===== src/rtl/crc_param_responder.sv =====
// crc_param_responder: far end of the CRC engine parameter request channel.
// Buffers requests in a small FIFO, looks each one up in a 16-entry
// polynomial/init table after LATENCY wait cycles, and returns one response
// per request in order.
// Optional build macro: CRC_PARAM_ERR_CNT_EN (saturating error-response counter).
module crc_param_responder #(
  parameter int unsigned CRC_PARAM_REQ_WITDH = 24,
  parameter int unsigned CRC_PARAM_RSP_WITDH = 73,
  parameter int unsigned FIFO_DEPTH          = 4,
  parameter int unsigned LATENCY             = 2
) (
  input  logic                           i_clk,
  input  logic                           i_nreset,
  input  logic                           i_crc_param_valid,
  input  logic [CRC_PARAM_REQ_WITDH-1:0] i_crc_param_data,
  output logic                           o_crc_param_ready,
  output logic                           o_crc_param_done_valid,
  output logic [CRC_PARAM_RSP_WITDH-1:0] o_crc_param_done_data,
  input  logic                           i_crc_param_done_ready,
  input  logic                           i_tbl_wr_en,
  input  logic [3:0]                     i_tbl_wr_idx,
  input  logic [31:0]                    i_tbl_wr_poly,
  input  logic [31:0]                    i_tbl_wr_init,
  output logic                           o_busy,
  output logic [7:0]                     o_err_cnt
);

  localparam int unsigned PTR_W       = $clog2(FIFO_DEPTH);
  localparam int unsigned FCNT_W      = PTR_W + 1;
  localparam int unsigned CNT_W       = (LATENCY < 1) ? 1 : $clog2(LATENCY + 1);
  localparam int unsigned TBL_N       = 16;
  localparam int unsigned IDX_W       = 4;
  localparam int unsigned TAG_W       = 8;
  localparam int unsigned WORD_W      = 32;
  localparam int unsigned IDX_LSB     = TAG_W;
  localparam int unsigned RSVD_LSB    = TAG_W + IDX_W;
  localparam int unsigned RSP_ERR_BIT = 2 * WORD_W + TAG_W;

  typedef enum logic [1:0] {
    S_IDLE = 2'd0,
    S_WAIT = 2'd1,
    S_RESP = 2'd2
  } state_t;

  // After a pop the FSM either waits out the lookup latency or responds at once.
  localparam state_t POP_STATE = (LATENCY == 0) ? S_RESP : S_WAIT;

  // ---------------------------------------------------------------------------
  // Request FIFO
  // ---------------------------------------------------------------------------
  logic [CRC_PARAM_REQ_WITDH-1:0] fifo_mem [FIFO_DEPTH];
  logic [PTR_W-1:0]               wr_ptr_q;
  logic [PTR_W-1:0]               rd_ptr_q;
  logic [FCNT_W-1:0]              count_q;
  logic [FCNT_W-1:0]              count_d;
  logic                           ready_q;
  logic                           push;
  logic                           pop;
  logic                           fifo_empty;
  logic [CRC_PARAM_REQ_WITDH-1:0] head;
  logic [TAG_W-1:0]               head_tag;
  logic [IDX_W-1:0]               head_idx;
  logic                           unused_rsvd;

  assign push       = i_crc_param_valid && ready_q;
  assign fifo_empty = (count_q == '0);
  assign count_d    = count_q + FCNT_W'(push) - FCNT_W'(pop);
  assign head       = fifo_mem[rd_ptr_q];
  assign head_tag   = head[TAG_W-1:0];
  assign head_idx   = head[IDX_LSB +: IDX_W];
  // Reserved request bits travel through the FIFO but carry no meaning here.
  assign unused_rsvd = ^head[CRC_PARAM_REQ_WITDH-1:RSVD_LSB];

  // FIFO storage: whole request captured on push, no reset needed.
  always_ff @(posedge i_clk) begin
    if (push) begin
      fifo_mem[wr_ptr_q] <= i_crc_param_data;
    end
  end

  // FIFO pointers, occupancy and the registered ready flag.
  always_ff @(posedge i_clk or negedge i_nreset) begin
    if (!i_nreset) begin
      wr_ptr_q <= '0;
      rd_ptr_q <= '0;
      count_q  <= '0;
      ready_q  <= 1'b1;
    end else begin
      if (push) wr_ptr_q <= wr_ptr_q + PTR_W'(1);
      if (pop)  rd_ptr_q <= rd_ptr_q + PTR_W'(1);
      count_q <= count_d;
      ready_q <= (count_d != FCNT_W'(FIFO_DEPTH));
    end
  end

  // ---------------------------------------------------------------------------
  // Parameter table
  // ---------------------------------------------------------------------------
  logic [WORD_W-1:0] tbl_poly [TBL_N];
  logic [WORD_W-1:0] tbl_init [TBL_N];
  logic [TBL_N-1:0]  tbl_vld_q;
  logic              snap_vld;
  logic [CRC_PARAM_RSP_WITDH-1:0] rsp_next;

  // Table contents: don't-care until written, so no reset.
  always_ff @(posedge i_clk) begin
    if (i_tbl_wr_en) begin
      tbl_poly[i_tbl_wr_idx] <= i_tbl_wr_poly;
      tbl_init[i_tbl_wr_idx] <= i_tbl_wr_init;
    end
  end

  // Per-entry valid bits; only reset clears them.
  always_ff @(posedge i_clk or negedge i_nreset) begin
    if (!i_nreset) begin
      tbl_vld_q <= '0;
    end else if (i_tbl_wr_en) begin
      tbl_vld_q[i_tbl_wr_idx] <= 1'b1;
    end
  end

  // Snapshot of the head entry; a same-cycle write lands after this is latched.
  assign snap_vld = tbl_vld_q[head_idx];
  assign rsp_next = CRC_PARAM_RSP_WITDH'({~snap_vld,
                                          snap_vld ? tbl_init[head_idx] : WORD_W'(0),
                                          snap_vld ? tbl_poly[head_idx] : WORD_W'(0),
                                          head_tag});

  // ---------------------------------------------------------------------------
  // Lookup / response FSM
  // ---------------------------------------------------------------------------
  state_t           state_q;
  state_t           state_d;
  logic [CNT_W-1:0] cnt_q;
  logic [CNT_W-1:0] cnt_d;

  // FSM state and wait counter registers.
  always_ff @(posedge i_clk or negedge i_nreset) begin
    if (!i_nreset) begin
      state_q <= S_IDLE;
      cnt_q   <= '0;
    end else begin
      state_q <= state_d;
      cnt_q   <= cnt_d;
    end
  end

  // Next-state logic: pop on idle or on response handshake, then wait LATENCY.
  always_comb begin
    state_d = state_q;
    cnt_d   = cnt_q;
    pop     = 1'b0;
    case (state_q)
      S_IDLE: begin
        if (!fifo_empty) begin
          pop     = 1'b1;
          cnt_d   = CNT_W'(LATENCY);
          state_d = POP_STATE;
        end
      end
      S_WAIT: begin
        cnt_d = cnt_q - CNT_W'(1);
        if (cnt_q <= CNT_W'(1)) begin
          state_d = S_RESP;
        end
      end
      S_RESP: begin
        if (i_crc_param_done_ready) begin
          if (!fifo_empty) begin
            pop     = 1'b1;
            cnt_d   = CNT_W'(LATENCY);
            state_d = POP_STATE;
          end else begin
            state_d = S_IDLE;
          end
        end
      end
      default: begin
        state_d = S_IDLE;
      end
    endcase
  end

  // ---------------------------------------------------------------------------
  // Registered response and status outputs
  // ---------------------------------------------------------------------------
  logic                           done_valid_q;
  logic [CRC_PARAM_RSP_WITDH-1:0] rsp_q;
  logic                           busy_q;

  // Response payload is loaded at pop and held until the next pop.
  always_ff @(posedge i_clk or negedge i_nreset) begin
    if (!i_nreset) begin
      done_valid_q <= 1'b0;
      rsp_q        <= '0;
      busy_q       <= 1'b0;
    end else begin
      if (pop) rsp_q <= rsp_next;
      done_valid_q <= (state_d == S_RESP);
      busy_q       <= (count_d != '0) || (state_d != S_IDLE);
    end
  end

  assign o_crc_param_ready      = ready_q;
  assign o_crc_param_done_valid = done_valid_q;
  assign o_crc_param_done_data  = rsp_q;
  assign o_busy                 = busy_q;

`ifdef CRC_PARAM_ERR_CNT_EN
  logic       rsp_hs;
  logic [7:0] err_cnt_q;

  assign rsp_hs = done_valid_q && i_crc_param_done_ready;

  // Saturating count of handshaken error responses.
  always_ff @(posedge i_clk or negedge i_nreset) begin
    if (!i_nreset) begin
      err_cnt_q <= '0;
    end else if (rsp_hs && rsp_q[RSP_ERR_BIT] && (err_cnt_q != 8'hFF)) begin
      err_cnt_q <= err_cnt_q + 8'd1;
    end
  end

  assign o_err_cnt = err_cnt_q;
`else
  assign o_err_cnt = 8'd0;
`endif

endmodule


===== config.mk =====
export PLATFORM = sky130hd
export DESIGN_NAME = crc_param_responder
export DESIGN_NICKNAME = d
export VERILOG_FILES = /design/src/rtl/crc_param_responder.sv
export SDC_FILE = /design/constraint.sdc
export NUM_CORES = 1
export LEC_CHECK = 0
export BUFFER_PORTS_ARGS = -buffer_cell sky130_fd_sc_hd__buf_4
export CORE_MARGIN = 5
export CORE_UTILIZATION = 61
export DETAILED_ROUTE_END_ITERATION = 8
export PLACE_DENSITY_LB_ADDON = 0.15
export REMOVE_ABC_BUFFERS = 1
export SYNTH_ARGS = -nofsm -noshare
export SYNTH_HDL_FRONTEND = slang
export SYNTH_SLANG_ARGS = --single-unit

===== constraint.sdc =====
create_clock -name i_clk -period 3.7 [get_ports i_clk]
set_input_delay 0.185 -clock i_clk [delete_from_list [all_inputs] [get_ports i_clk]]
set_output_delay 0.185 -clock i_clk [all_outputs]
set_load 0.03 [all_outputs]

### Word level (Yosys, flattened, before mapping)

Memories as Yosys holds them, arrays and structs flattened.
Index checks and enable logic that the tools add are counted.

* register bits: 103
* RAM bits: 1120
* input bits: 97
* output and inout bits: 84
* logic and storage cells: 59
* memories: 3

Memory list
* tbl_init: words 16, bits a word 32, read ports 1, clocked after Yosys merged registers in 0, wr ports 1, RTL line 100 `logic [WORD_W-1:0] tbl_init [TBL_N];`
* tbl_poly: words 16, bits a word 32, read ports 1, clocked after Yosys merged registers in 0, wr ports 1, RTL line 99 `logic [WORD_W-1:0] tbl_poly [TBL_N];`
* fifo_mem: words 4, bits a word 24, read ports 1, clocked after Yosys merged registers in 0, wr ports 1, RTL line 51 `logic [CRC_PARAM_REQ_WITDH-1:0] fifo_mem [FIFO_DEPTH];`

* add/subtract/negate cells: 5
* $lt $le $gt $ge: 4
* equality and inequality tests: 5
* muxes and demuxes: 21
* bitwise logic cells: 2
* reductions and logical operators: 9

Operators by type and width (number)
* 2-to-1 mux 32 bit: 2
* OR 16 bit: 1
* one-hot mux 2 bit (3 select lines): 2
* less-than comparator 4 x 5 -> 1 bit (second input constant): 2
* 2-to-1 mux 2 bit: 5
* 2-to-1 mux 1 bit: 9
* nonzero test 3 bit: 2
* adder 2 x 1 -> 2 bit (second input constant): 2
* binary-select mux 1 bit (select 4 bit): 1
* demux 1 bit (select 4 bit): 1
* == test 2 bit (second input constant): 2
* greater-or-equal comparator 4 x 1 -> 1 bit (second input constant): 1
* adder 3 x 1 -> 3 bit: 1
* zero test 3 bit: 1
* != test 3 bit (second input constant): 1
* subtractor 3 x 1 -> 3 bit: 1
* == test 2 x 1 -> 1 bit (second input constant): 1
* <= comparator 2 x 1 -> 1 bit (second input constant): 1
* logical AND 1 bit: 2
* zero test 2 bit: 1
* != test 2 bit (second input constant): 1
* one-hot mux 1 bit (2 select lines): 1
* AND reduction 2 bit: 1
* nonzero test 2 bit: 1
* other kinds (3): 3

### Depth between registers and ports, before layout

Gate-level depths: netlist (run 1).

* word-level depth: 7
* depth in mapped cells: 14
* depth with buffers taken out: 12

### Least setup slack after synthesis (run 1)

No wires, ideal clock.

* path type: input -> register
* start point: input i_tbl_wr_idx[2]
* end point: register tbl_vld_q[0]
* library setup time: 0.092 ns
* data arrival time: 5.583 ns
* data required time: 3.608 ns
* slack: -1.975 ns
* stages: 3
* path buffers: 0
* cells stage by stage: or3b_2 nor3_1 or2_2

* longest elaborated chain between the ends: 5

RTL lines
* from (decl): RTL line 21 `input logic [3:0] i_tbl_wr_idx,`
* less-than comparator 4 x 5 -> 1 bit (implied by the code) / greater-or-equal comparator 4 x 1 -> 1 bit (equally long branches): RTL line 118 `tbl_vld_q[i_tbl_wr_idx] <= 1'b1;`
* logical AND 1 bit (implied by the code): RTL line 118
* 2-to-1 mux 1 bit (implied by the code): RTL line 118
* demux 1 bit (select 4 bit) (*): RTL line 118
* OR 16 bit (no line) (*)
* to (signal assigned): RTL line 116 `tbl_vld_q <= '0;`
* to (signal, indexed assignment): RTL line 118
* to (decl): RTL line 101 `logic [TBL_N-1:0] tbl_vld_q;`

Every way passes the cells marked *; elsewhere a longest branch is shown, timed or not.
A chain may end at the register's enable or synchronous reset.

### Final worst setup path (run 1)

* start point: register rd_ptr_q[0]
* end point: register rsp_q[64], in the netlist o_crc_param_done_data[64]

* longest elaborated chain between the ends: 4

RTL lines
* from (decl): RTL line 53 `logic [PTR_W-1:0] rd_ptr_q;`
* from (signal assigned): RTL line 90 `if (pop) rd_ptr_q <= rd_ptr_q + PTR_W'(1);`
* memory read (4 x 24 bit) (*)
* binary-select mux 1 bit (select 4 bit): RTL line 123 `assign snap_vld = tbl_vld_q[head_idx];`
* 2-to-1 mux 1 bit (implied by the code): RTL line 123
* 2-to-1 mux 32 bit (*): RTL line 125 `snap_vld ? tbl_init[head_idx] : WORD_W'(0),`
* to (signal assigned): RTL line 198 `if (pop) rsp_q <= rsp_next;`
* to (decl): RTL line 188 `logic [CRC_PARAM_RSP_WITDH-1:0] rsp_q;`

Every way passes the cells marked *; elsewhere a longest branch is shown, timed or not. The select of a mux whose other input is x is not followed.

==> results of run 1 <==
[final cells by class]
| type | count | area share (%) |
|---|---|---|
| antenna | 4 | 0.0192 |
| inverter | 7 | 0.0503 |
| clock inverter | 67 | 1.49 |
| timing repair buffer | 292 | 5.41 |
| multi-input combinational | 1171 | 18.1 |
| sequential | 1175 | 66.6 |
| tap | 959 | 2.30 |
| clock buffer | 147 | 6.05 |
[stage by stage]
step | cell area [µm²] | instances | hold slack, ps
after CTS | 52200 | 3818 | 145
after floorplan | 44100 | 2353 | -111
final | 52200 | 3822 | 156
after detailed placement | 47500 | 3525 | 287
after global placement | 47500 | 3525 | 285
after global routing | 52200 | 3819 | 176
[sequential cells by signal, indices dropped and copies added (netlist names)]
signal	count
cnt_q	2
count_q	3
fifo_mem	48
o_busy	1
o_crc_param_done_data	73
o_crc_param_done_valid	1
o_crc_param_ready	1
rd_ptr_q	2
state_q	2
tbl_init	512
tbl_poly	512
tbl_vld_q	16
wr_ptr_q	2
[logic make-up (layout without fill, tap and decap cells)]
group	Yosys count	in the layout	synth area share, %
AOI/OAI and AO/OA	452	452	6.32
DFF	1175	1175	77.4
and+or+nand+nor	154	154	1.53
other	1	12	0.00835
adders and majority gates	7	7	0.212
muxes	544	544	12.5
xor gates and xnor gates	6	6	0.117
buffers and inverters	164	513	1.89
[Yosys cell counts (all sizes together), types with 7 or more instances]
| cell | number | area share, % |
|---|---|---|
| o22ai | 253 | 3.5 |
| inv | 7 | 0.059 |
| o21ai | 128 | 1.4 |
| dfrtp | 102 | 5.7 |
| clkbuf | 60 | 0.50 |
| buf | 97 | 1.3 |
| mux4 | 12 | 0.60 |
| a22o | 64 | 1.2 |
| nor2 | 16 | 0.13 |
| or2 | 17 | 0.24 |
| nand2 | 95 | 0.81 |
| mux2i | 528 | 12 |
| edfxtp | 1072 | 72 |
[critical path: stages, from the launching register on]
cell and delay (ps):
dfrtp_1 400, buf_4 180, mux4_2 710, nand2b_1 260, o22ai_1 180, a21oi_1 100, o21ai_4 880, buf_4 490
a22o_1 200
[metal layers]
layer	global-route usage [%]	wire length (µm)
met3	3.72	8220
met1	37.6	42300
met4	6.80	2050
met5	0	27
met2	42.1	50800
[power groups by stage]
stage                     sequential [µW]  clock, µW  combinational [µW]
after floorplan                     16400          0                6910
after global placement              15900          0               13300
after detailed placement            15900          0               13600
after CTS                           15700      12100               13700
after global routing                15700      12700               14600
final                               15700      11900               13700
[repair_timing]
item,in CTS,in global routing
hold buffers,79,0
endpoints found under the setup margin,0,0
endpoints found under the hold margin,1110,0
[worst max-delay path by stage]
stage / startpoint / end / cells past startpoint
after detailed placement: rd_ptr_q[0] / o_crc_param_done_data[64] / 8
after global routing: rd_ptr_q[0] / o_crc_param_done_data[13] / 8
final: rd_ptr_q[0] / o_crc_param_done_data[64] / 8
after global placement: rd_ptr_q[0] / o_crc_param_done_data[49] / 8
after floorplan: rd_ptr_q[0] / o_crc_param_done_data[10] / 6
after CTS: rd_ptr_q[0] / o_crc_param_done_data[64] / 8
==> impl_metrics.tcl, run 1 <==
set metrics [dict create \
    status "completed" \
    cts_max_path_buffers 3 \
    cp-end-kind "register" \
    drt_wl_total_mm 103 \
    arrival_ps 4090 \
    place.gp.congestion 0.741 \
    gr-total-overflow 0 \
    dr.pass1.iters 5 \
    netlist_area_mm2 0.0449 \
    die_h_um 281 \
    syn_inst 2503 \
    multi_input_area_mm2 0.00946 \
    rows 99 \
    slew_violations 0 \
    r2r-start "rd_ptr_q[0]" \
    rsz0062_at_grt "no" \
    worst_pin_slew_ps 1100 \
    grt_first_pass_wirelength_mm 152 \
    power_frac_clock_pct 28.9 \
    reg2reg_slack_ps 200 \
    nNetsFinal 2864 \
    yosys_warnings 0 \
    synth_cell_types 41 \
    ant_nets 0 \
    antenna_found_initial 5 \
    power.switching_uw 13600 \
    fin_setup_tns_ps 0 \
    utilization_pct 71.6 \
    vias 24088 \
    register_area_mm2 0.0348 \
    synthArstFlopShare_pct 8.77 \
    cts-resized-gates 0 \
    chipWidth_um 281 \
    synth_edf_count 1072 \
    slew_headroom_pct 26.6 \
    clock_latency_ps 670 \
    synth.yosys.seq_area_share_pct 77.4 \
    skew_ps 23.4 \
    crit_fanout 25 \
    crit_required_ps 4280 \
    intPower_uw 27800 \
    port_buffers 160 \
    path_clk_slew_ps 60 \
    grt_max_degree 130 \
    cts_tree "yes" \
    drcViolationCount 0 \
    ys_seq_elements 1175 \
    setup_viol 0 \
    maxCapViolCount 0 \
    die_area_mm2 0.0791 \
    worstSetupPathType "register to register" \
    postSynthAreaPerCell_um2 17.9 \
    detail_route.vias_per_cell 6.30 \
    wire_per_inst_um 27.0 \
    h-tree-depth 3 \
    fillCellCount 4411 \
    ys_dominant_reg_cell "edfxtp_1" \
    initial_core_util_pct 61.5 \
    grt_pass1_vias 24227 \
    min_period_over_period_pct 94.7 \
    cts_root_buf "clkbuf_16" \
    first_iter_violations 2687 \
    core_mm2 0.0730 \
    io_pins 181 \
    r2r_end "o_crc_param_done_data[64]" \
    power-per-cell-area_mw_per_mm2 792 \
    cts_setup_buffers 0 \
    p_comb_share_pct 33.2 \
    hold_class "input port to async pin" \
    cp-start-kind "register" \
    areaGrowthSynthToFinish_pct 16.3 \
    hold_viol 0 \
    grtUsageTotal_pct 25.8 \
    leakage_uw 0.0190 \
    vdd.ir_drop.worst_mv 0.798 \
    drive_gt1_share_pct 15.8 \
    fin_ws_ps 197 \
    reg2regPathDepth 8 \
    p_seq_share_pct 37.9 \
    power_switching_share_pct 32.9 \
    finalPower_uw 41300 \
    layout_commonest_cell "edfxtp_1" \
    dpl.hpwl_mm 49.0 \
    cts_buffers 113 \
    fmax_ghz 0.285 \
    final_cell_mix "edfxtp_1 (1072), mux2i_1 (528), o22ai_1 (253)" \
    dp_slack_ps 221 \
    fin_crit_ps 3500 \
    cts.sinks 1175 \
]
Power figures use the tool's default switching activity.
==> run 2, diff against run 1 <==
CELL_PAD_IN_SITES_DETAIL_PLACEMENT = 0   (was not set)
CELL_PAD_IN_SITES_GLOBAL_PLACEMENT = 1   (was not set)
CORE_UTILIZATION = 53   (was 61)
clock period = 3.6 ns   (was 3.7 ns; I/O delays follow)
==> impl_metrics.tcl, run 2 (same netlist as run 1, synthesis figures left out) <==
set metrics [dict create \
    status "completed" \
    maxCapViolCount 0 \
    dr.pass1.iters 5 \
    port_buffers 160 \
    detail_route.vias_per_cell 5.93 \
    vias 23903 \
    finalPower_uw 42400 \
    rows 106 \
    h-tree-depth 3 \
    antenna_found_initial 5 \
    dpl.hpwl_mm 52.7 \
    cts.sinks 1175 \
    leakage_uw 0.0191 \
    cp_slowest_cell "mux4_4" \
    fin_crit_ps 3180 \
    fmax_ghz 0.314 \
    layout_commonest_cell "edfxtp_1" \
    path_buf_inv 2 \
    place.gp.congestion 0.729 \
    power-per-cell-area_mw_per_mm2 807 \
    hold_viol 0 \
    register_area_mm2 0.0348 \
    final_cell_mix "edfxtp_1 (1072), mux2i_1 (528), o22ai_1 (253)" \
    cts_tree "yes" \
    critical_path.most_common_cell "buf_12" \
    die_h_um 301 \
    setup_viol 0 \
    cp-end-kind "register" \
    crit_fanout 41 \
    drt_wl_total_mm 106 \
    drcViolationCount 0 \
    slew_headroom_pct 27.1 \
    worst_pin_slew_ps 1090 \
    utilization_pct 62.7 \
    vdd.ir_drop.worst_mv 0.745 \
    path_clk_slew_ps 60 \
    rsz0062_at_grt "no" \
    cts-resized-gates 0 \
    slowest_delay_ps 980 \
    fin_ws_ps 417 \
    crit_required_ps 4160 \
    grt_first_pass_wirelength_mm 155 \
    areaGrowthSynthToFinish_pct 17.0 \
    clock_latency_ps 680 \
    cts_root_buf "clkbuf_16" \
    io_pins 181 \
    core_mm2 0.0838 \
    cts_max_path_buffers 3 \
    skew_ps 31.7 \
    chipWidth_um 301 \
    initial_core_util_pct 53.6 \
    critPathTopFamily "multiplexers" \
    dp_slack_ps 485 \
    fillCellCount 5999 \
    multi_input_area_mm2 0.00946 \
    cp-start-kind "register" \
    hold_class "input port to register" \
    slew_violations 0 \
    grtUsageTotal_pct 23.0 \
    first_iter_violations 1967 \
    drive_gt1_share_pct 16.1 \
    wire_per_inst_um 26.2 \
    arrival_ps 3740 \
    fin_setup_tns_ps 0 \
    grt_pass1_vias 24312 \
    min_period_over_period_pct 88.4 \
    grt_max_degree 81 \
    timing.hold.ws_ps 117 \
    gr-total-overflow 0 \
    cts_buffers 116 \
    ant_nets 0 \
    path_cells "mux4_4, buf_12, buf_12, mux2i_1, o22ai_1, o21ai_0, nand2_1, a22o_1" \
    die_area_mm2 0.0906 \
    nNetsFinal 2893 \
    worstSetupPathType "register to register" \
]
[run 2: changes by cell type in the layout (fill, tap and decap cells not counted), moves of 2 or more]
cell,previous run,this run
buf_4,178,202
clkbuf_1,16,32
clkbuf_8,16,7
bufinv_16,16,10
clkbuf_16,115,120
clkinv_1,14,19
clkinvlp_4,6,2
clkinv_4,0,2
[run 2: path summary, 6_finish.rpt]
path | from | to | slack (ps) | depth (start not counted)
setup / recovery | rd_ptr_q[0] | o_crc_param_done_data[29] | 420 | 8
hold / removal | i_tbl_wr_idx[1] | tbl_poly[8][25] | 120 | 3
setup reg to reg | rd_ptr_q[0] | o_crc_param_done_data[29] | 420 | 8
hold reg to reg | tbl_vld_q[10] | tbl_vld_q[10] | 470 | 1
max in group asynchronous | i_nreset | o_crc_param_done_data[57] | 2550 | 3
min in group asynchronous | i_nreset | count_q[0] | 170 | 2
[run 2: area by class of cell]
class | count | area share, %
diodes | 5 | 0.0238
clock buffers | 159 | 6.13
clock inverters | 63 | 1.11
inverters | 7 | 0.0500
multi-input cells | 1171 | 18.0
flip-flops and latches | 1175 | 66.2
well taps | 1134 | 2.70
repair buffers | 318 | 5.79
[run 2: routing by layer]
| layer | up-vias | share of wire (%) | track usage, % |
|---|---|---|---|
| met4 | 2 | 1.8 | 5.41 |
| li1 | 10572 | - | - |
| met3 | 113 | 6.6 | 3.41 |
| met2 | 810 | 47 | 36.4 |
| met1 | 12406 | 45 | 34.3 |
| met5 | - | 0.0076 | 0 |
[run 2: repair_timing]
item / in CTS / in global routing
endpoints found under the hold margin: 1134 / 0
hold buffers: 79 / 0
buffers inserted: 0 / 0
[run 2: tightest hold or removal path, delay by kind of cell]
kind | cells | cell delay, ps
buf+inv | 2 | 340
simple gates | 1 | 70
[run 2: power by group]
part	internal (µW)	switching [µW]
registers	15700	391
logic	5640	8730
clock network	6970	4930
[run 2: per-stage QoR]
| stage | area, µm² | cells |
|---|---|---|
| after floorplan | 44100 | 2353 |
| after CTS | 52500 | 4027 |
| after global routing | 52500 | 4027 |
| final | 52500 | 4032 |
| after detailed placement | 47900 | 3726 |
| after global placement | 47900 | 3726 |
